[src/rtl/sha_pkg.sv]
// Shared SHA-256 datapath constants and the rotate unit's state type.
package sha_pkg;

    localparam int unsigned WORD_W      = 32;
    localparam int unsigned LOG2_WORD_W = 5;

    typedef enum logic [1:0] {
        IDLE  = 2'd0,
        SHIFT = 2'd1,
        DONE  = 2'd2
    } rot_state_t;

endpackage

[src/rtl/rotl_iter_unit_stage.sv]
// One log-shifter stage: rotate left by 2**k when enabled, else pass through.
module rotl_stage #(
    parameter int unsigned WIDTH = 32,
    parameter int unsigned LOG2W = 5
) (
    input  logic [WIDTH-1:0] data,
    input  logic [LOG2W-1:0] k,
    input  logic             en,
    output logic [WIDTH-1:0] rot_out
);

    logic [LOG2W-1:0] lsh;
    logic [LOG2W-1:0] rsh;

    // WIDTH is a power of two, so WIDTH - 2**k is the LOG2W-bit negation of 2**k.
    always_comb begin
        lsh     = LOG2W'(1) << k;
        rsh     = LOG2W'(0) - lsh;
        rot_out = en ? ((data << lsh) | (data >> rsh)) : data;
    end

endmodule

[src/rtl/rotl_iter_unit.sv]
// Iterative rotate-left unit: one log-shifter stage per clock, valid/ready on both sides.
module rotl_iter_unit
    import sha_pkg::*;
#(
    parameter int unsigned WIDTH = WORD_W,
    parameter int unsigned LOG2W = LOG2_WORD_W
) (
    input  logic             clk,
    input  logic             rst,
    input  logic             in_valid,
    output logic             in_ready,
    input  logic [WIDTH-1:0] in_data,
    input  logic [LOG2W-1:0] in_amt,
    output logic             out_valid,
    input  logic             out_ready,
    output logic [WIDTH-1:0] out_data
);

    rot_state_t       state_q, state_d;
    logic [WIDTH-1:0] data_q, data_d;
    logic [LOG2W-1:0] amt_q, amt_d;
    logic [LOG2W-1:0] k_q, k_d;
    logic             in_ready_q, in_ready_d;
    logic             out_valid_q, out_valid_d;
    logic [WIDTH-1:0] out_data_q, out_data_d;

    logic [LOG2W-1:0] amt_sh;
    logic             stage_en;
    logic [WIDTH-1:0] stage_out;

    always_comb begin
        amt_sh   = amt_q >> k_q;
        stage_en = amt_sh[0];
    end

    rotl_stage #(
        .WIDTH (WIDTH),
        .LOG2W (LOG2W)
    ) u_stage (
        .data    (data_q),
        .k       (k_q),
        .en      (stage_en),
        .rot_out (stage_out)
    );

    // Next-state and registered-output logic.
    always_comb begin
        state_d     = state_q;
        data_d      = data_q;
        amt_d       = amt_q;
        k_d         = k_q;
        in_ready_d  = in_ready_q;
        out_valid_d = out_valid_q;
        out_data_d  = out_data_q;
        unique case (state_q)
            IDLE: begin
                if (in_valid) begin
                    data_d     = in_data;
                    amt_d      = in_amt;
                    k_d        = '0;
                    in_ready_d = 1'b0;
                    state_d    = SHIFT;
                end
            end
            SHIFT: begin
                data_d = stage_out;
                if (k_q == LOG2W'(LOG2W - 1)) begin
                    out_valid_d = 1'b1;
                    out_data_d  = stage_out;
                    state_d     = DONE;
                end else begin
                    k_d = k_q + LOG2W'(1);
                end
            end
            DONE: begin
                if (out_ready) begin
                    out_valid_d = 1'b0;
                    in_ready_d  = 1'b1;
                    state_d     = IDLE;
                end
            end
            default: begin
                state_d     = IDLE;
                in_ready_d  = 1'b1;
                out_valid_d = 1'b0;
            end
        endcase
    end

    always_ff @(posedge clk or posedge rst) begin
        if (rst) begin
            state_q     <= IDLE;
            data_q      <= '0;
            amt_q       <= '0;
            k_q         <= '0;
            in_ready_q  <= 1'b1;
            out_valid_q <= 1'b0;
            out_data_q  <= '0;
        end else begin
            state_q     <= state_d;
            data_q      <= data_d;
            amt_q       <= amt_d;
            k_q         <= k_d;
            in_ready_q  <= in_ready_d;
            out_valid_q <= out_valid_d;
            out_data_q  <= out_data_d;
        end
    end

    assign in_ready  = in_ready_q;
    assign out_valid = out_valid_q;
    assign out_data  = out_data_q;

endmodule
[config.mk]
export PLATFORM = sky130hd
export DESIGN_NAME = rotl_iter_unit
export DESIGN_NICKNAME = d
export VERILOG_FILES = /design/src/rtl/sha_pkg.sv /design/src/rtl/rotl_iter_unit_stage.sv /design/src/rtl/rotl_iter_unit.sv
export SDC_FILE = /design/constraint.sdc
export NUM_CORES = 1
export LEC_CHECK = 0
export BUFFER_PORTS_ARGS = -buffer_cell sky130_fd_sc_hd__buf_2
export CORE_ASPECT_RATIO = 0.6
export CORE_MARGIN = 2
export CORE_UTILIZATION = 40
export CTS_CLUSTER_DIAMETER = 80
export DETAILED_ROUTE_END_ITERATION = 8
export GPL_TIMING_DRIVEN = 1
export SLEW_MARGIN = 15
export SYNTH_ARGS = -nofsm -noshare
export SYNTH_HDL_FRONTEND = slang
export SYNTH_SLANG_ARGS = --single-unit
export TNS_END_PERCENT = 20
[constraint.sdc]
create_clock -name clk -period 4 [get_ports clk]
set_input_delay 1.2 -clock clk [delete_from_list [all_inputs] [get_ports clk]]
set_output_delay 1.2 -clock clk [all_outputs]
set_load 0.05 [all_outputs]
Word-level counts from Yosys, hierarchy flattened:

Cells that the tools add are included.

* output and inout port bits: 34
* input bits: 41
* register bits: 78
* word-level logic and storage cells: 48

* equal/unequal tests: 7
* multiplexer cells: 16
* add/sub/neg operators: 2
* reductions and logical operators: 9
* shift operators: 4
* bitwise gates (word level): 3

Operator list (count)
* 2-to-1 mux 32 bit: 2
* case mux 32 bit (2 select lines): 1
* bitwise OR 32 bit: 1
* left shift 32 x 5 -> 32 bit: 1
* right shift 32 x 5 -> 32 bit: 1
* AND reduction 3 bit: 4
* 2-to-1 mux 5 bit: 2
* case mux 5 bit (2 select lines): 1
* != test 2 bit, second input constant: 4
* 2-to-1 mux 2 bit: 3
* case mux 1 bit (3 select lines): 2
* case mux 2 bit (3 select lines): 1
* AND reduction 2 bit: 3
* adder 5 x 1 -> 5 bit, second input constant: 1
* == test 5 x 3 -> 1 bit, second input constant: 1
* left shift 1 x 5 -> 5 bit, first input constant: 1
* right shift 5 x 5 -> 1 bit: 1
* subtractor 1 x 5 -> 5 bit, first input constant: 1
* 2-to-1 mux 1 bit: 4
* == test 2 x 1 -> 1 bit, second input constant: 1
* == test 2 bit, second input constant: 1
* logical NOT 2 bit: 1
* NOT 1 bit: 2
* nonzero test 2 bit: 1

Longest topological paths before layout:

Gate-level depths: netlist of the first run.

* depth in word-level cells: 6
* depth in mapped cells: 15
* mapped depth without buffers: 11

Cells and area by module:

Synthesis of the first run repeated with hierarchy kept, for this count alone.

* cell total of the unflattened synthesis: 843
* area, all modules: 6829.0 sq um

By module, submodules not included
* rotl_iter_unit: seq. area each 1953.1 sq um, cells an instance 320, times used 1, area each 3469.6 sq um
* rotl_stage: seq. area each 0.0 sq um, cells an instance 523, times used 1, area each 3359.5 sq um

Least setup slack after synthesis of the first run:

Ideal clock, no wire load.

* path kind: register -> register
* start point: register k_q[2]
* end point: register out_data_q[20], in the netlist out_data[20]
* data arrival time: 3.159 ns
* path buffers: 3
* setup time: 0.135 ns
* data required time: 3.865 ns
* stages on the path, launching flop included: 15
* slack: 0.705 ns
* period minus slack after synthesis: 3.295 ns
* cells stage by stage: dfrtp_1 or4_1 buf_2 nor2_4 inv_2 buf_1 ha_1 inv_1 nand3_1 and2_4 buf_6 mux2i_1 nor2_1 nor4_1 o31ai_1

* word-level cells in the longest chain between the ends: 5
* elaborated cells between the ends (all ways): 9
* those cells by class: add/sub (1); eq/ne (1); shift (4); mux (1); bitwise (1); reduce/logical (1)

RTL lines
* start: declaration: RTL line rotl_iter_unit.sv:22 `logic [LOG2W-1:0] k_q, k_d;`
* start signal: assignment: RTL line rotl_iter_unit.sv:103 `k_q <= k_d;`
* left shift 1 x 5 -> 5 bit: RTL line rotl_iter_unit_stage.sv:17 `lsh = LOG2W'(1) << k;`
* subtractor 1 x 5 -> 5 bit: RTL line rotl_iter_unit_stage.sv:18 `rsh = LOG2W'(0) - lsh;`
* right shift 32 x 5 -> 32 bit: RTL line rotl_iter_unit_stage.sv:19 `rot_out = en ? ((data << lsh) | (data >> rsh)) : data;`
* bitwise OR 32 bit: RTL line rotl_iter_unit_stage.sv:19
* 2-to-1 mux 32 bit: RTL line rotl_iter_unit_stage.sv:19
* end signal: assignment: RTL line rotl_iter_unit.sv:106 `out_data_q <= out_data_d;`
* end: declaration: RTL line rotl_iter_unit.sv:25 `logic [WIDTH-1:0] out_data_q, out_data_d;`

Parallel ways exist; a longest one is shown, timed or not.
A chain may end at the register's enable or synchronous reset.

Worst setup path after layout of the first run:

* start point: register k_q[4]
* end point: register out_data_q[14], in the netlist out_data[14]

Same word-level chain as after synthesis.

==> impl_metrics.env, run 1 <==
export IMPL_clkTransAtPathRegs_ns=0.07
export IMPL_nets=959
export IMPL_worst_pin_slew_ns=1.08
export IMPL_num_rows=35
export IMPL_dp_hpwl_um=24000
export IMPL_required_ns=4.22
export IMPL_whs_ns=0.474
export IMPL_grt_max_degree=51
export IMPL_hold_depth=2
export IMPL_drt_total_wl_um=33000
export IMPL_antenna_left=0
export IMPL_post_cts_resized=0
export IMPL_hold_violations=0
export IMPL_layout_common_cells="nand2_1, o21ai_0, dfrtp_1"
export IMPL_fin_crit_ns=3.51
export IMPL_drt_initial_drc_count=1240
export IMPL_hold_end="out_data[24]"
export IMPL_r2r_setup_slack_ns=0.49
export IMPL_wl_per_cell_um=29.4
export IMPL_die_h_um=102
export IMPL_diodes=0
export IMPL_cts_buffer_depth=2
export IMPL_syn_cell_area_um2=6440
export IMPL_die_area_um2=17200
export IMPL_final_common_cell="nand2_1"
export IMPL_drive_gt1_share_pct=19.7
export IMPL_coreArea_um2=15500
export IMPL_syn_to_final_growth_pct=15.6
export IMPL_cts_tree="done"
export IMPL_clk_latency_ns=0.36
export IMPL_ys_ff_latch=78
export IMPL_drv_slew=0
export IMPL_grt_pass1_vias=7178
export IMPL_r2r_start="k_q[4]"
export IMPL_finish_instance_area_um2=7440
export IMPL_syn_inst=856
export IMPL_utilization_pct=47.9
export IMPL_endpoint_kind="register"
export IMPL_start_util_pct=41.4
export IMPL_ctsHtreeMaxLevel=3
export IMPL_critical_path_arrival_ns=3.74
export IMPL_routed_via_density=6.89
export IMPL_r2r_cells=12
export IMPL_io_pins=75
export IMPL_seq_area_frac_synth_pct=30.3
export IMPL_async_reset_ff_share_pct=100
export IMPL_antenna_found_initial=0
export IMPL_clock_fmax_mhz=285
export IMPL_syn_nets=900
export IMPL_synth_edf_count=0
export IMPL_drc_errors=0
export IMPL_port_buffers=74
export IMPL_ys_flop_type="dfrtp_1"
export IMPL_syn_avg_cell_area_um2=7.52
export IMPL_rsz0062_at_grt="false"
export IMPL_postCtsSetupBuffers=0
export IMPL_dpl_cell_area_um2=7120
export IMPL_regToRegEndpoint="out_data[14]"
export IMPL_slew_headroom_pct=27.8
export IMPL_finalWeightedCongestion=1.10
export IMPL_cts_sinks=78
export IMPL_finClkSkew_ns=0.0135
export IMPL_vias=7742
export IMPL_crit_fanout=12
export IMPL_ctsRootBufferMaster="clkbuf_16"
export IMPL_yosysUniqueCellTypes=75
export IMPL_period_share_pct=87.9
export IMPL_hold_class="register to register"
export IMPL_tns_ns=0
export IMPL_grt_pass1_wl_um=48600
export IMPL_finalSetupViolations=0
export IMPL_critical_path_class="register to register"
export IMPL_drtPass1Iterations=6
export IMPL_cts_hold_buf=0
export IMPL_synth_warnings=0
export IMPL_outcome="complete, no violations"
export IMPL_cp_start_kind="register"
export IMPL_grt_use_total_pct=38.7
export IMPL_gr_total_overflow=0
export IMPL_cts_made_buffers=9
export IMPL_cap_violations=0
export IMPL_hp_start="out_data[24]"
export IMPL_die_x_um=168
-- synthesized netlist by cell type, types with 6 or more instances --
master / number / share of area [%]
a211oi_1: 9 / 1.0
a21oi_1: 66 / 5.1
a221o_1: 8 / 1.2
a22oi_1: 22 / 2.6
a31oi_1: 18 / 1.7
a32oi_1: 6 / 0.82
and3_1: 26 / 2.5
buf_1: 6 / 0.35
buf_2: 22 / 1.7
clkbuf_1: 44 / 2.6
dfrtp_1: 77 / 30
inv_1: 15 / 0.87
mux2_2: 8 / 1.4
mux2i_1: 18 / 2.8
nand2_1: 100 / 5.8
nand2b_1: 6 / 0.58
nand3_1: 39 / 3.0
nor2_1: 70 / 4.1
nor3_1: 21 / 1.6
o211ai_1: 17 / 2.0
o21ai_0: 99 / 7.7
o21ai_1: 12 / 0.93
o22ai_1: 22 / 2.1
or3_1: 11 / 1.1
-- through the flow --
| stage | std cells | setup slack [ns] |
|---|---|---|
| floorplan | 856 | 0.705 |
| global placement | 1107 | 0.542 |
| detailed placement | 1107 | 0.550 |
| CTS | 1123 | 0.539 |
| global route | 1123 | 0.336 |
| finish | 1123 | 0.485 |
-- flip-flops by register name (all words and copies together) (netlist names) --
signal / flops
k_q: 5
out_data: 32
out_valid: 1
data_q: 32
amt_q: 5
state_q: 2
in_ready: 1
-- worst max-delay path by stage --
stage          startpoint           end  slack (ns)  depth (start not counted)
2_1_floorplan      k_q[2]  out_data[20]        0.71                         14
3_3_place_gp       k_q[2]  out_data[14]        0.54                         13
3_5_place_dp       k_q[4]    data_q[14]        0.55                         12
4_1_cts            k_q[4]  out_data[14]        0.54                         12
5_1_grt            k_q[4]   out_data[4]        0.34                         12
6_report           k_q[4]  out_data[14]        0.49                         12
-- kinds of logic (layout without fill, tap and decap cells) --
group / count (synthesis) / count (layout) / synth area share (%)
fa+ha+maj: 3 / 3 / 0.583
mux: 27 / 27 / 4.41
xor+xnor: 2 / 2 / 0.272
simple gates: 308 / 308 / 23.2
flops: 78 / 78 / 30.3
compound gates: 343 / 343 / 34.6
buf+inv: 95 / 159 / 6.55
-- critical path, stage by stage, from the launching register on --
cell	delay (ns)
dfrtp_1	0.37
or4_1	0.59
nor2_4	0.24
inv_2	0.06
ha_1	0.25
buf_4	0.23
nor3_4	0.22
buf_4	0.21
a221oi_2	0.06
buf_4	0.19
a311o_1	0.36
a211oi_1	0.45
o21ai_1	0.13
-- layout make-up --
class	instances	area [um2]
multi-input combinational	683	4070
fill	1593	8100
clock buffer	10	229
timing repair buffer	126	773
clock inverter	6	93.8
inverter	17	65.1
tap	203	254
sequential	78	1950
-- per-layer routing --
metal  global-route usage, %  wire length [um]  vias to the layer above
met5                       0                 0                        -
met4                    13.0              1170                        0
met3                    14.9              4940                      103
met2                    49.6             11900                      668
met1                    57.7             15000                     3629
li1                        -                 -                     3342
Power of run 1 is left out: the tool's default activity adds up to more than one toggle a clock period on the data nets, which glitch-free logic cannot reach.
==> run 2: changes to the inputs <==
- clock period: 4 -> 2.8 ns (I/O delays scaled with it)
==> run 2 against run 1 <==
Against the previous run: the flow now finishes with violations (negative setup slack); maximum frequency grew 19%; register-to-register slack worse by 0.64 ns; final cell count rose by 11%; largest cell class unchanged; worst setup slack worse by 0.64 ns; sequential share of layout area fell by 4.4 points; first-iteration DRC count up 25%; via count rose by 9.9%; critical path depth decreased by 1; design area increased by 20%.
==> impl_metrics.env, run 2 (synthesized netlist as in run 1, its figures left out) <==
export IMPL_outcome="finished, violations left"
export IMPL_violations="negative setup slack"
export IMPL_utilization_pct=57.5
export IMPL_cp_start_kind="register"
export IMPL_fin_crit_ns=2.95
export IMPL_ctsRootBufferMaster="clkbuf_16"
export IMPL_critical_path_arrival_ns=3.19
export IMPL_fillers=1479
export IMPL_drt_initial_drc_count=1544
export IMPL_finalSetupViolations=18
export IMPL_antenna_found_initial=0
export IMPL_r2r_setup_slack_ns=-0.15
export IMPL_crit_fanout=5
export IMPL_period_share_pct=105
export IMPL_worst_pin_slew_ns=0.675
export IMPL_drt_total_wl_um=35600
export IMPL_drc_errors=0
export IMPL_drv_slew=0
export IMPL_regArea_um2=1950
export IMPL_io_pins=75
export IMPL_slew_headroom_pct=54.5
export IMPL_num_rows=35
export IMPL_cts_sinks=78
export IMPL_antenna_left=0
export IMPL_finalWeightedCongestion=1.09
export IMPL_regToRegEndpoint="data_q[13]"
export IMPL_dp_hpwl_um=26300
export IMPL_hold_class="register to register"
export IMPL_clkTransAtPathRegs_ns=0.07
export IMPL_crit_path_start="k_q[4]"
export IMPL_nets=1083
export IMPL_die_area_um2=17200
export IMPL_syn_to_final_growth_pct=38.9
export IMPL_cts_buffer_depth=2
export IMPL_critical_path_class="register to register"
export IMPL_layout_common_cells="buf_4, nand2_1, o21ai_0"
export IMPL_routed_via_density=6.82
export IMPL_r2r_cells=11
export IMPL_die_h_um=102
export IMPL_gr_total_overflow=0
export IMPL_ctsHtreeMaxLevel=3
export IMPL_wl_per_cell_um=28.6
export IMPL_cts_tree="done"
export IMPL_port_buffers=74
export IMPL_cap_violations=0
export IMPL_finClkSkew_ns=0.00907
export IMPL_rsz0062_at_grt="true"
export IMPL_cts_hold_buf=0
export IMPL_clk_latency_ns=0.35
export IMPL_setup_ws_ns=-0.154
export IMPL_hold_violations=0
export IMPL_required_ns=3.04
export IMPL_cts_made_buffers=9
export IMPL_start_util_pct=41.4
export IMPL_vias=8509
export IMPL_r2r_start="k_q[4]"
export IMPL_multi_input_area_um2=4470
export IMPL_die_x_um=168
export IMPL_grt_pass1_wl_um=52600
export IMPL_grt_max_degree=57
export IMPL_final_common_cell="buf_4"
export IMPL_drtPass1Iterations=7
export IMPL_endpoint="data_q[13]"
export IMPL_grt_pass1_vias=8033
export IMPL_endpoint_kind="register"
export IMPL_grt_use_total_pct=41.6
export IMPL_coreArea_um2=15500
export IMPL_diodes=0
export IMPL_drive_gt1_share_pct=34.1
export IMPL_clock_fmax_mhz=339
export IMPL_pre_cts_ws_ns=-0.225
==> run 2: changes by cell type in the layout (fill, tap and decap cells not counted), moves of 6 or more <==
cell,delta
o21ai_1,+14
buf_6,+6
buf_4,+105
mux2i_1,-7
o21ai_0,-15
buf_12,+12
==> run 2: worst max-delay path, stage by stage, from the launching register on <==
cell and delay [ns]:
dfrtp_1 0.39, or4_4 0.56, nor2_4 0.13, inv_4 0.05
ha_4 0.19, o21ai_4 0.13, and2_4 0.28, mux2i_2 0.37
o211ai_1 0.18, a211oi_4 0.32, buf_4 0.17, a21oi_1 0.05
==> run 2: stage by stage <==
step / setup TNS [ns] / cells / instance area (um2) / hold slack, ns
2_1_floorplan: -4.10 / 856 / 6560 / 0.440
3_3_place_gp: -2.26 / 1224 / 8240 / 0.455
3_5_place_dp: -3.37 / 1224 / 8240 / 0.462
4_1_cts: -0.246 / 1242 / 8660 / 0.478
5_1_grt: -2.90 / 1247 / 8940 / 0.492
6_report: -1.45 / 1247 / 8940 / 0.472
==> run 2: layout make-up <==
class | instances | share of cell area (%)
flip-flops and latches | 78 | 21.9
inverters | 17 | 0.783
well taps | 203 | 2.84
multi-input cells | 683 | 49.9
repair buffers | 250 | 21.2
clock buffers | 9 | 2.52
clock inverters | 7 | 0.895
==> run 2: timing repair <==
| item | CTS | global route |
|---|---|---|
| endpoints found under the hold margin | 0 | 0 |
| setup buffers | 2 | 4 |
| gates resized for setup | 20 | 51 |
| pin swaps | 7 | 24 |
| cloned | 0 | 1 |
| endpoints found under the setup margin | 43 | 54 |
==> run 2: metal layers <==
| layer | GRT usage [%] | vias up | part of all wire, % |
|---|---|---|---|
| met1 | 58.4 | 3981 | 43 |
| li1 | - | 3593 | - |
| met4 | 13.0 | 0 | 3.9 |
| met3 | 19.9 | 136 | 17 |
| met5 | 0 | - | 0 |
| met2 | 55.6 | 799 | 36 |
==> run 2: worst min path at each step <==
stage,start,end,slack [ns],cells after the start
floorplan,amt_q[2],amt_q[2],0.44,2
global placement,amt_q[2],amt_q[2],0.46,2
detailed placement,out_data[15],out_data[15],0.46,2
CTS,out_data[15],out_data[15],0.48,2
global route,amt_q[2],amt_q[2],0.49,2
finish,out_data[30],out_data[30],0.47,2
Power of run 2 is left out for the same reason.
==> run 3: changes to the inputs <==
==> constraint.sdc (replaced) <==
create_clock -name clk -period 2.9 [get_ports clk]
set_input_delay 0.87 -clock clk [delete_from_list [all_inputs] [get_ports clk]]
set_output_delay 0.87 -clock clk [all_outputs]
set_load 0.01 [all_outputs]
==> run 3 against run 2 <==
Against the previous run: sequential cell count stayed put; largest cell class unchanged; maximum frequency grew 1.9%; utilization is 2.1 points lower; routed wire length is 2.2% lower; the run now ends clean.
==> impl_metrics.env, run 3 (synthesized netlist as in run 1, its figures left out) <==
export IMPL_finClkSkew_ns=0.0163
export IMPL_crit_path_start="k_q[2]"
export IMPL_r2r_setup_slack_ns=0.001
export IMPL_layout_common_cells="buf_4, nand2_1, o21ai_0"
export IMPL_pre_cts_ws_ns=-0.196
export IMPL_finalWeightedCongestion=1.08
export IMPL_final_common_cell="buf_4"
export IMPL_cts_made_buffers=9
export IMPL_critical_path_class="register to register"
export IMPL_crit_fanout=27
export IMPL_hold_class="register to register"
export IMPL_grt_use_total_pct=40.1
export IMPL_ctsHtreeMaxLevel=3
export IMPL_period_share_pct=100
export IMPL_rsz0062_at_grt="true"
export IMPL_cts_buffer_depth=2
export IMPL_drc_errors=0
export IMPL_drive_gt1_share_pct=31.0
export IMPL_setup_ws_ns=0.00106
export IMPL_endpoint_kind="register"
export IMPL_critical_path_arrival_ns=3.17
export IMPL_cts_sinks=78
export IMPL_outcome="complete, no violations"
export IMPL_antenna_left=0
export IMPL_clkTransAtPathRegs_ns=0.07
export IMPL_fin_crit_ns=2.90
export IMPL_dp_hpwl_um=25300
export IMPL_slew_headroom_pct=58.4
export IMPL_die_h_um=102
export IMPL_num_rows=35
export IMPL_syn_to_final_growth_pct=33.8
export IMPL_ctsRootBufferMaster="clkbuf_16"
export IMPL_gr_total_overflow=0
export IMPL_utilization_pct=55.4
export IMPL_die_x_um=168
export IMPL_cp_start_kind="register"
export IMPL_wl_per_cell_um=28.7
export IMPL_io_pins=75
export IMPL_cts_tree="done"
export IMPL_grt_pass1_wl_um=50400
export IMPL_clk_latency_ns=0.36
export IMPL_drtPass1Iterations=8
export IMPL_routed_via_density=6.87
export IMPL_grt_max_degree=79
export IMPL_grt_pass1_vias=7622
export IMPL_vias=8339
export IMPL_clock_fmax_mhz=345
export IMPL_antenna_found_initial=0
export IMPL_drt_total_wl_um=34800
export IMPL_start_util_pct=41.4
export IMPL_hold_violations=0
export IMPL_cts_hold_buf=0
export IMPL_drt_initial_drc_count=1369
export IMPL_coreArea_um2=15500
export IMPL_drv_slew=0
export IMPL_hp_start="out_data[21]"
export IMPL_worst_pin_slew_ns=0.622
export IMPL_port_buffers=74
export IMPL_required_ns=3.17
export IMPL_r2r_start="k_q[2]"
export IMPL_cap_violations=0
export IMPL_nets=1048
export IMPL_finalSetupViolations=0
export IMPL_die_area_um2=17200
[run 3: cell types whose count changed in the layout (fill, tap and decap cells not counted), sizes merged]
| cell | before | now |
|---|---|---|
| buf | 249 | 214 |
| bufinv | 1 | 3 |
| clkinv | 3 | 1 |
| diode | 0 | 2 |
| and2 | 4 | 5 |
| inv | 19 | 18 |
[run 3: area by class of cell]
cell class                 count  area, um2
antenna                        2       5.00
clock buffer                  10        239
clock inverter                 6        115
fill                        1470       6940
inverter                      17       70.1
multi-input combinational    684       4410
sequential                    78       1950
tap                          203        254
timing repair buffer         214       1570
[run 3: path summary, 6_finish.rpt]
check | cells past startpoint | endpoint
setup / recovery | 9 | data_q[3]
hold / removal | 2 | out_data[21]
setup reg to reg | 9 | data_q[3]
hold reg to reg | 2 | out_data[21]
max in group asynchronous | 3 | out_data[23]
min in group asynchronous | 3 | data_q[18]
[run 3: per-stage QoR]
step | hold slack (ns) | cells | setup TNS [ns] | cell area (um2)
after floorplan | 0.440 | 856 | -0.340 | 6550
after global placement | 0.458 | 1185 | -0.464 | 7890
after detailed placement | 0.461 | 1185 | -0.798 | 7890
after CTS | 0.476 | 1202 | 0 | 8270
after global routing | 0.491 | 1212 | -0.457 | 8610
final | 0.474 | 1214 | 0 | 8610
[run 3: layer usage]
metal / vias up / routed length [um] / GRT usage [%]
met5: - / 0 / 1.36
met4: 0 / 1350 / 12.8
met3: 155 / 6070 / 17.0
met2: 753 / 12500 / 51.7
met1: 3906 / 14900 / 58.8
li1: 3525 / - / -
[run 3: worst max-delay path: stages (launching register included)]
cell and delay, ns:
dfrtp_1 0.38, or4_4 0.56, nor2_4 0.13, inv_4 0.05
buf_4 0.24, o211ai_1 0.55, mux2i_2 0.21, a32oi_1 0.26
nand4_1 0.24, o21ai_1 0.18
[run 3: timing repair]
item                       CTS  global route
pin swaps                    0            23
cloned                       0             1
gates resized for setup      4            56
setup buffers                1            12
setup endpoints to repair    9            38
Power of run 3 is left out for the same reason.
